File: config.mk
export PLATFORM = sky130hd
export DESIGN_NAME = cursor_select_ctrl
export DESIGN_NICKNAME = d
export VERILOG_FILES = /design/src/rtl/chess_pkg.sv /design/src/rtl/cursor_axis_step.sv /design/src/rtl/cursor_select_ctrl.sv
export SDC_FILE = /design/constraint.sdc
export NUM_CORES = 1
export LEC_CHECK = 0
export ABC_AREA = 1
export CELL_PAD_IN_SITES_DETAIL_PLACEMENT = 1
export CELL_PAD_IN_SITES_GLOBAL_PLACEMENT = 1
export CORE_ASPECT_RATIO = 2
export CORE_UTILIZATION = 30
export CTS_CLUSTER_DIAMETER = 120
export CTS_CLUSTER_SIZE = 8
export DETAILED_ROUTE_END_ITERATION = 12
export PLACE_DENSITY_LB_ADDON = 0.1
export SYNTH_ARGS = -nofsm -noshare
export SYNTH_HDL_FRONTEND = slang
export SYNTH_SLANG_ARGS = --single-unit
File: constraint.sdc
create_clock -name CLK -period 2.6 [get_ports CLK]
set_input_delay 0.52 -clock CLK [delete_from_list [all_inputs] [get_ports CLK]]
set_output_delay 0.52 -clock CLK [all_outputs]
set_load 0.02 [all_outputs]
File: src/rtl/chess_pkg.sv
// Shared types and constants for the board cursor / move-selection logic.
package chess_pkg;

   localparam int COORD_W = 3;

   typedef logic [COORD_W-1:0] coord_t;

   localparam coord_t BOARD_MAX = 3'd7;

   typedef enum logic [1:0] {
      SELECT_SRC = 2'd0,
      SELECT_DST = 2'd1,
      MOVE_PEND  = 2'd2
   } sel_state_t;

endpackage

File: src/rtl/cursor_axis_step.sv
// One-axis cursor step: +1 / -1 with edge wrap when CURSOR_WRAP_EN is defined,
// otherwise saturating at 0 and BOARD_MAX (pulses at the edge are ignored).
module cursor_axis_step
   import chess_pkg::*;
(
   input  coord_t coord,
   input  logic   inc,
   input  logic   dec,
   output coord_t coord_nxt
);

   always_comb begin
      coord_nxt = coord;
`ifdef CURSOR_WRAP_EN
      if (inc) begin
         coord_nxt = (coord == BOARD_MAX) ? coord_t'(0) : coord + coord_t'(1);
      end else if (dec) begin
         coord_nxt = (coord == coord_t'(0)) ? BOARD_MAX : coord - coord_t'(1);
      end
`else
      if (inc && (coord != BOARD_MAX)) begin
         coord_nxt = coord + coord_t'(1);
      end else if (dec && (coord != coord_t'(0))) begin
         coord_nxt = coord - coord_t'(1);
      end
`endif
   end

endmodule

File: src/rtl/cursor_select_ctrl.sv
// Board cursor navigation and source/destination move selection.
// Edge behaviour of the cursor is selected by the CURSOR_WRAP_EN macro.
module cursor_select_ctrl
   import chess_pkg::*;
#(
   parameter int INIT_ROW = 0,
   parameter int INIT_COL = 0
) (
   input  logic       CLK,
   input  logic       RESET_N,
   input  logic       BtnU_pulse,
   input  logic       BtnD_pulse,
   input  logic       BtnL_pulse,
   input  logic       BtnR_pulse,
   input  logic       BtnC_pulse,
   input  logic       Sq_own_piece,
   input  logic       Move_ack,
   output logic [2:0] Cursor_row,
   output logic [2:0] Cursor_col,
   output logic       Sel_valid,
   output logic [2:0] Sel_row,
   output logic [2:0] Sel_col,
   output logic       Move_valid,
   output logic [2:0] Dst_row,
   output logic [2:0] Dst_col
);

   localparam coord_t INIT_R = coord_t'(INIT_ROW);
   localparam coord_t INIT_C = coord_t'(INIT_COL);

   sel_state_t state, state_nxt;
   coord_t     cur_row, cur_col, row_nxt, col_nxt;
   coord_t     sel_r, sel_c, dst_r, dst_c;
   logic       sel_ld, dst_ld, nav_en;
   logic       act_u, act_d, act_l, act_r;

   // C outranks every direction; among directions U > D > L > R.
   assign act_u  = BtnU_pulse & ~BtnC_pulse;
   assign act_d  = BtnD_pulse & ~BtnC_pulse & ~BtnU_pulse;
   assign act_l  = BtnL_pulse & ~BtnC_pulse & ~BtnU_pulse & ~BtnD_pulse;
   assign act_r  = BtnR_pulse & ~BtnC_pulse & ~BtnU_pulse & ~BtnD_pulse & ~BtnL_pulse;
   assign nav_en = (state != MOVE_PEND);

   cursor_axis_step u_row_step (
      .coord     (cur_row),
      .inc       (act_u & nav_en),
      .dec       (act_d & nav_en),
      .coord_nxt (row_nxt)
   );

   cursor_axis_step u_col_step (
      .coord     (cur_col),
      .inc       (act_r & nav_en),
      .dec       (act_l & nav_en),
      .coord_nxt (col_nxt)
   );

   always_comb begin
      state_nxt = state;
      sel_ld    = 1'b0;
      dst_ld    = 1'b0;
      unique case (state)
         SELECT_SRC: begin
            if (BtnC_pulse && Sq_own_piece) begin
               sel_ld    = 1'b1;
               state_nxt = SELECT_DST;
            end
         end
         SELECT_DST: begin
            if (BtnC_pulse) begin
               if ((cur_row == sel_r) && (cur_col == sel_c)) begin
                  state_nxt = SELECT_SRC;
               end else begin
                  dst_ld    = 1'b1;
                  state_nxt = MOVE_PEND;
               end
            end
         end
         MOVE_PEND: begin
            if (Move_ack) begin
               state_nxt = SELECT_SRC;
            end
         end
         default: state_nxt = SELECT_SRC;
      endcase
   end

   always_ff @(posedge CLK or negedge RESET_N) begin
      if (!RESET_N) begin
         state   <= SELECT_SRC;
         cur_row <= INIT_R;
         cur_col <= INIT_C;
         sel_r   <= '0;
         sel_c   <= '0;
         dst_r   <= '0;
         dst_c   <= '0;
      end else begin
         state   <= state_nxt;
         cur_row <= row_nxt;
         cur_col <= col_nxt;
         if (sel_ld) begin
            sel_r <= cur_row;
            sel_c <= cur_col;
         end
         if (dst_ld) begin
            dst_r <= cur_row;
            dst_c <= cur_col;
         end
      end
   end

   // Both valid flags are pure functions of the state, so reset drops them at once.
   assign Sel_valid  = (state != SELECT_SRC);
   assign Move_valid = (state == MOVE_PEND);
   assign Cursor_row = cur_row;
   assign Cursor_col = cur_col;
   assign Sel_row    = sel_r;
   assign Sel_col    = sel_c;
   assign Dst_row    = dst_r;
   assign Dst_col    = dst_c;

endmodule

* After elaboration in Yosys (flattened, before gate mapping)
Index checks and enable logic that the tools add are counted.
** Word-level totals
- Flip-flop bits (word level) :: 20
- Latch bits :: 0
- RAM bits :: 0
- Bits in read-only memories :: 0
- Output and inout port bits :: 20
- Memories :: 0
** Cells by class
- Add/sub/neg operators :: 4
- Multiply operators :: 0
- Divide/modulo/power cells :: 0
- Magnitude comparators :: 0
- Equality and inequality tests :: 10
- Shifts and indexed selects :: 0
- Mux-type cells :: 14
- Bitwise operators :: 18
- Reductions and logical operators :: 13
** Operator list (number)
- AND 1 bit :: 14
- 2-to-1 mux 3 bit :: 4
- 2-to-1 mux 2 bit :: 4
- != test 2 bit (second input constant) :: 4
- adder 3 x 1 -> 3 bit (second input constant) :: 2
- == test 3 bit :: 2
- logical AND 1 bit :: 6
- != test 3 bit (second input constant) :: 2
- one-hot mux 2 bit (3 select lines) :: 1
- nonzero test 2 bit :: 3
- nonzero test 3 bit :: 2
- subtractor 3 x 1 -> 3 bit (second input constant) :: 2
- 2-to-1 mux 1 bit :: 5
- inverter 1 bit :: 4
- AND reduction 3 bit :: 1
- == test 2 x 1 -> 1 bit (second input constant) :: 1
- == test 2 bit (second input constant) :: 1
- logical NOT 2 bit :: 1

* Depth between registers and ports, before layout
- Word-level depth :: 8
- Mapped depth :: 11
- Gate-level depth less buffers :: 11

* Hierarchy
A second synthesis with hierarchy kept.
** Second synthesis, totals
- Cell total of the unflattened synthesis :: 161
- Area, all modules :: 1194.9 um^2
** Modules (own cells, without submodules)
- cursor_select_ctrl :: instances 1, cells an instance 107, area an instance 899.6 um^2
- cursor_axis_step :: instances 2, cells an instance 27, area an instance 147.6 um^2

* Worst setup path after synthesis
OpenSTA, ideal clock, no wires.
- Path type :: flip-flop to flip-flop
- Start :: register cur_col[1] (netlist: Cursor_col[1])
- End :: register cur_col[2] (netlist: Cursor_col[2])
- Setup time :: 0.117 ns
- Data arrival time :: 1.549 ns
- Path slack :: 0.934 ns
- Cell stages (with the launch flop) :: 10
- Path buffers :: 0
- Period minus slack after synthesis :: 1.666 ns
- Path through :: dfrtp_1 inv_1 nor2_1 nor2_2 nand2_4 fa_1 inv_1 nand3_2 nand3_1 nand2_1
** Between the ends
- Longest elaborated chain between the ends :: 3
- Elaborated cells on any way between the ends :: 9
** RTL lines
- start: declaration :: line cursor_select_ctrl.sv:32 : coord_t cur_row, cur_col, row_nxt, col_nxt;
- start signal: assignment :: line cursor_select_ctrl.sv:100 : cur_col <= col_nxt;
- subtractor 3 x 1 -> 3 bit (tied with other cells) :: line cursor_axis_step.sv:24 : coord_nxt = coord - coord_t'(1);
- 2-to-1 mux 3 bit (tied with other cells) :: line cursor_axis_step.sv:23 : end else if (dec && (coord != coord_t'(0))) begin
- 2-to-1 mux 3 bit or nonzero test 2 bit (tied branches)
Several ways; a longest one is shown, not always the timed one. The select of a mux whose other input is x is not followed.
A chain may end at the register's enable or synchronous reset.

* Worst setup path in the final report
- Start :: register state[1]
- End :: output Sel_valid
** Between the ends
- Longest elaborated chain between the ends :: 1
** RTL lines
- start: declaration :: line cursor_select_ctrl.sv:31 : sel_state_t state, state_nxt;
- start signal: assignment :: line cursor_select_ctrl.sv:98 : state <= state_nxt;
- nonzero test 2 bit :: line cursor_select_ctrl.sv:113 : assign Sel_valid = (state != SELECT_SRC);
- end: declaration :: line cursor_select_ctrl.sv:20 : output logic Sel_valid,
No other way between the ends.

==> results list <==
- TritonCTS built the clock tree.
* Routability Congestion: 0.742
- Core Footprint: 0.00345 mm^2
- Post-DP Area: 0.00143 mm^2
* Type of the worst setup path: reg -> out
- For this run, the leading register cell type out of synthesis is sky130_fd_sc_hd__dfrtp_1.
- In the finished design, the share of the clock period the worst path needs comes to 79.4%.
* Die height: 87.5 um
* Boundary Pins: 29
* PostCTS Resize Cnt: 0
- Remaining DRCs: 0
- Dividing the detail-routed wire length by the instance count gives 13.1 um.
- Buffers inserted to repair hold after CTS numbered 0.
- The worst setup path is captured at an output pin.
* Setup repair after global routing missed its margin: false
* Post-layout minimum cycle time: 2.06 ns
- Min-Delay Path Class: reg -> reg
- The final layout contains routed wiring with a total length of 2690 um.
- Of all nets on the critical path, the largest fanout is 5.
- Count of maximum capacitance violations: 0
* YS warnings: 0
- The flow ran to the end, and the final reports show no timing, DRC or antenna violations.
- Compared with the post-synthesis result, the final layout area differs by 37.2%.
- Fraction of synthesis flops using an asynchronous set or reset pin: 100%
- Synth top area cells: sky130_fd_sc_hd__dfrtp_1 46%, sky130_fd_sc_hd__nand2_1 11%, sky130_fd_sc_hd__nand3_1 6.4%
* Sequential-to-total area share from yosys stat: 45.6%
- Detailed placement ended at an HPWL of 2220 um.
- Most used standard cells in the synthesized netlist: 33 x sky130_fd_sc_hd__nand2_1, 20 x sky130_fd_sc_hd__dfrtp_1, 14 x sky130_fd_sc_hd__nand3_1
- Number of enable flip-flop cells after synthesis: 0
* Number of storage elements in the synthesis netlist: 20
- Maximum level of the CTS H-tree: 1
- Top-area cell type share of the netlist area: 45.6%
* Num rows: 30
- Cell Pwr Density: 1260 mW/mm^2
- The number of nets handed over by synthesis was 136.
- Dividing the detail-routed via count by the number of cells gives 4.54.
- Antenna violations before repair: 0
- The die covers 0.00392 mm^2.
- Clock Latency Late Sink: 0.26 ns
- The final max-slew violation count was 0.
- For this run the aggregate overflow at the end of global routing stands at 0.
- At the pin with the least slew margin, the transition time is 0.516 ns.
- # diodes: 0
- Total area of multi-input combinational cells: 533 um^2
- Post-synthesis cell area: 0.00110 mm^2
- Die Width: 44.8 um
- Entering global routing, the biggest net connects 21 pins.
- Share of layout cells above drive strength 1: 12.7%
- The synthesized netlist contains 23 unique library cells.
* Total via count after detailed routing: 930
- Derived from the worst setup path, the maximum achievable clock frequency is 484 MHz.
* Postcts setup bufs: 0
- Cell type with the largest total area after synthesis: sky130_fd_sc_hd__dfrtp_1
- TritonCTS buffer count: 3
- Worst path required time: 2.08 ns
- The number of global-route vias before repair came to 998.
* Final Hold Fails: 0
- The pre-antenna-repair detailed-routing pass consisted of 4 iterations.
- The tree is rooted in a sky130_fd_sc_hd__clkbuf_8.
- After clock tree synthesis, the clock-pin slew on the worst setup and hold paths is 0.08 ns.
- Once layout is done, the placed cells without fillers occupy 0.00151 mm^2.
* Final net count: 169
- Port buffer count: 28
- Wire length of the first global-routing pass: 4580 um
- Relative slew margins: 65.5%
- Top-count cell post-synth: sky130_fd_sc_hd__nand2_1
- All-Layer GR Usage: 16.3%
* Count of mapped cells out of synthesis: 125
- Total setup violations reported at the end of the flow: 0
- Summing all flip-flop and latch instances after layout gives 500 um^2.
- Number of filler instances in the final layout: 432
- Number of buffers between clock root and the deepest sink: 2
- The worst-case IR drop observed on VDD is 0.615 mV.
- Initial core utilization: 31.8%
- Clk sinks: 20
- Remaining antenna violation count after routing: 0
- Skew final: 0.000595 ns
* Mean instance size in the synthesized netlist: 8.78 um^2
- First DRT Iteration DRCs: 6
- P_leak: 0.000716 uW
* Critical path data arrival time: 1.54 ns
- STA classifies the critical path startpoint as a register.
- Adding up every negative setup slack in the final design gives 0 ns.
-- state kept, by name, indices dropped and copies added, names as in the netlist --
register / count
Cursor_row: 3
Dst_col: 3
Sel_row: 3
Sel_col: 3
Cursor_col: 3
state: 2
Dst_row: 3
-- cell type report --
cell class / count / share of cell area (%)
inverters: 14 / 3.49
clock buffers: 3 / 2.74
well taps: 48 / 3.99
flip-flops and latches: 20 / 33.3
clock inverters: 1 / 2.00
repair buffers: 29 / 19.1
multi-input cells: 90 / 35.4
-- worst max-delay path: stages (launching register included) --
cell                              delay (ns)
sky130_fd_sc_hd__dfrtp_1                0.50
sky130_fd_sc_hd__nor2_1                 0.12
sky130_fd_sc_hd__inv_1                  0.07
sky130_fd_sc_hd__clkdlybuf4s50_1        0.60
-- through the flow --
stage                     total power (uW)  hold WS, ns  util, %  instances  worst slack [ns]
after floorplan                       1180        0.224        -        125             0.934
after global placement                1580        0.454     41.5        201             0.387
after detailed placement              1610        0.458     41.5        201             0.298
after CTS                             1930        0.477     43.6        205             0.525
after global routing                  2050        0.515     43.6        205             0.431
final                                 1900        0.472     43.6        205             0.536
-- kinds of logic after synthesis --
| logic type | share of synthesized area, % |
|---|---|
| AOI/OAI and AO/OA | 7.53 |
| DFF | 45.6 |
| xor gates and xnor gates | 6.39 |
| adders and majority gates | 3.65 |
| buffers and inverters | 5.82 |
| and+or+nand+nor | 31.0 |
-- final timing paths --
check	startpoint	slack, ns	endpoint	cells after the start
max in group asynchronous	RESET_N	1.79	Cursor_col[2]$_DFFE_PN0P_	2
worst max-delay path	state[1]$_DFFE_PN0P_	0.54	Sel_valid	3
worst min register to register	Dst_col[0]$_DFFE_PN0P_	0.47	Dst_col[0]$_DFFE_PN0P_	2
worst max register to register	Cursor_col[0]$_DFFE_PN0P_	0.84	Cursor_col[2]$_DFFE_PN0P_	9
worst min-delay path	Dst_col[0]$_DFFE_PN0P_	0.47	Dst_col[0]$_DFFE_PN0P_	2
min in group asynchronous	RESET_N	0.60	Sel_row[1]$_DFFE_PN0P_	2
-- layout by cell type, fill, tap and decap left out, drive strengths merged --
master and n:
a21oi 1, buf 1, bufinv 1, clkbuf 3, clkdlybuf4s50 28, dfrtp 20
fa 2, inv 14, nand2 37, nand3 16, nand3b 1, nand4 1
nor2 11, nor3 1, o21ai 11, o31ai 1, xor2 8
-- metal layers --
metal | GRT usage (%) | share of wire, %
met1 | 17.2 | 36
met2 | 30.3 | 58
met3 | 2.68 | 3.6
met4 | 6.61 | 2.0
met5 | 0 | 0
-- power by group --
group / total, uW / switching (uW) / internal [uW]
Combinational: 959 / 530 / 429
Sequential: 630 / 180 / 450
Clock: 312 / 107 / 206
Total: 1900 / 817 / 1080
No activity file was read; power rests on OpenSTA's default activity.
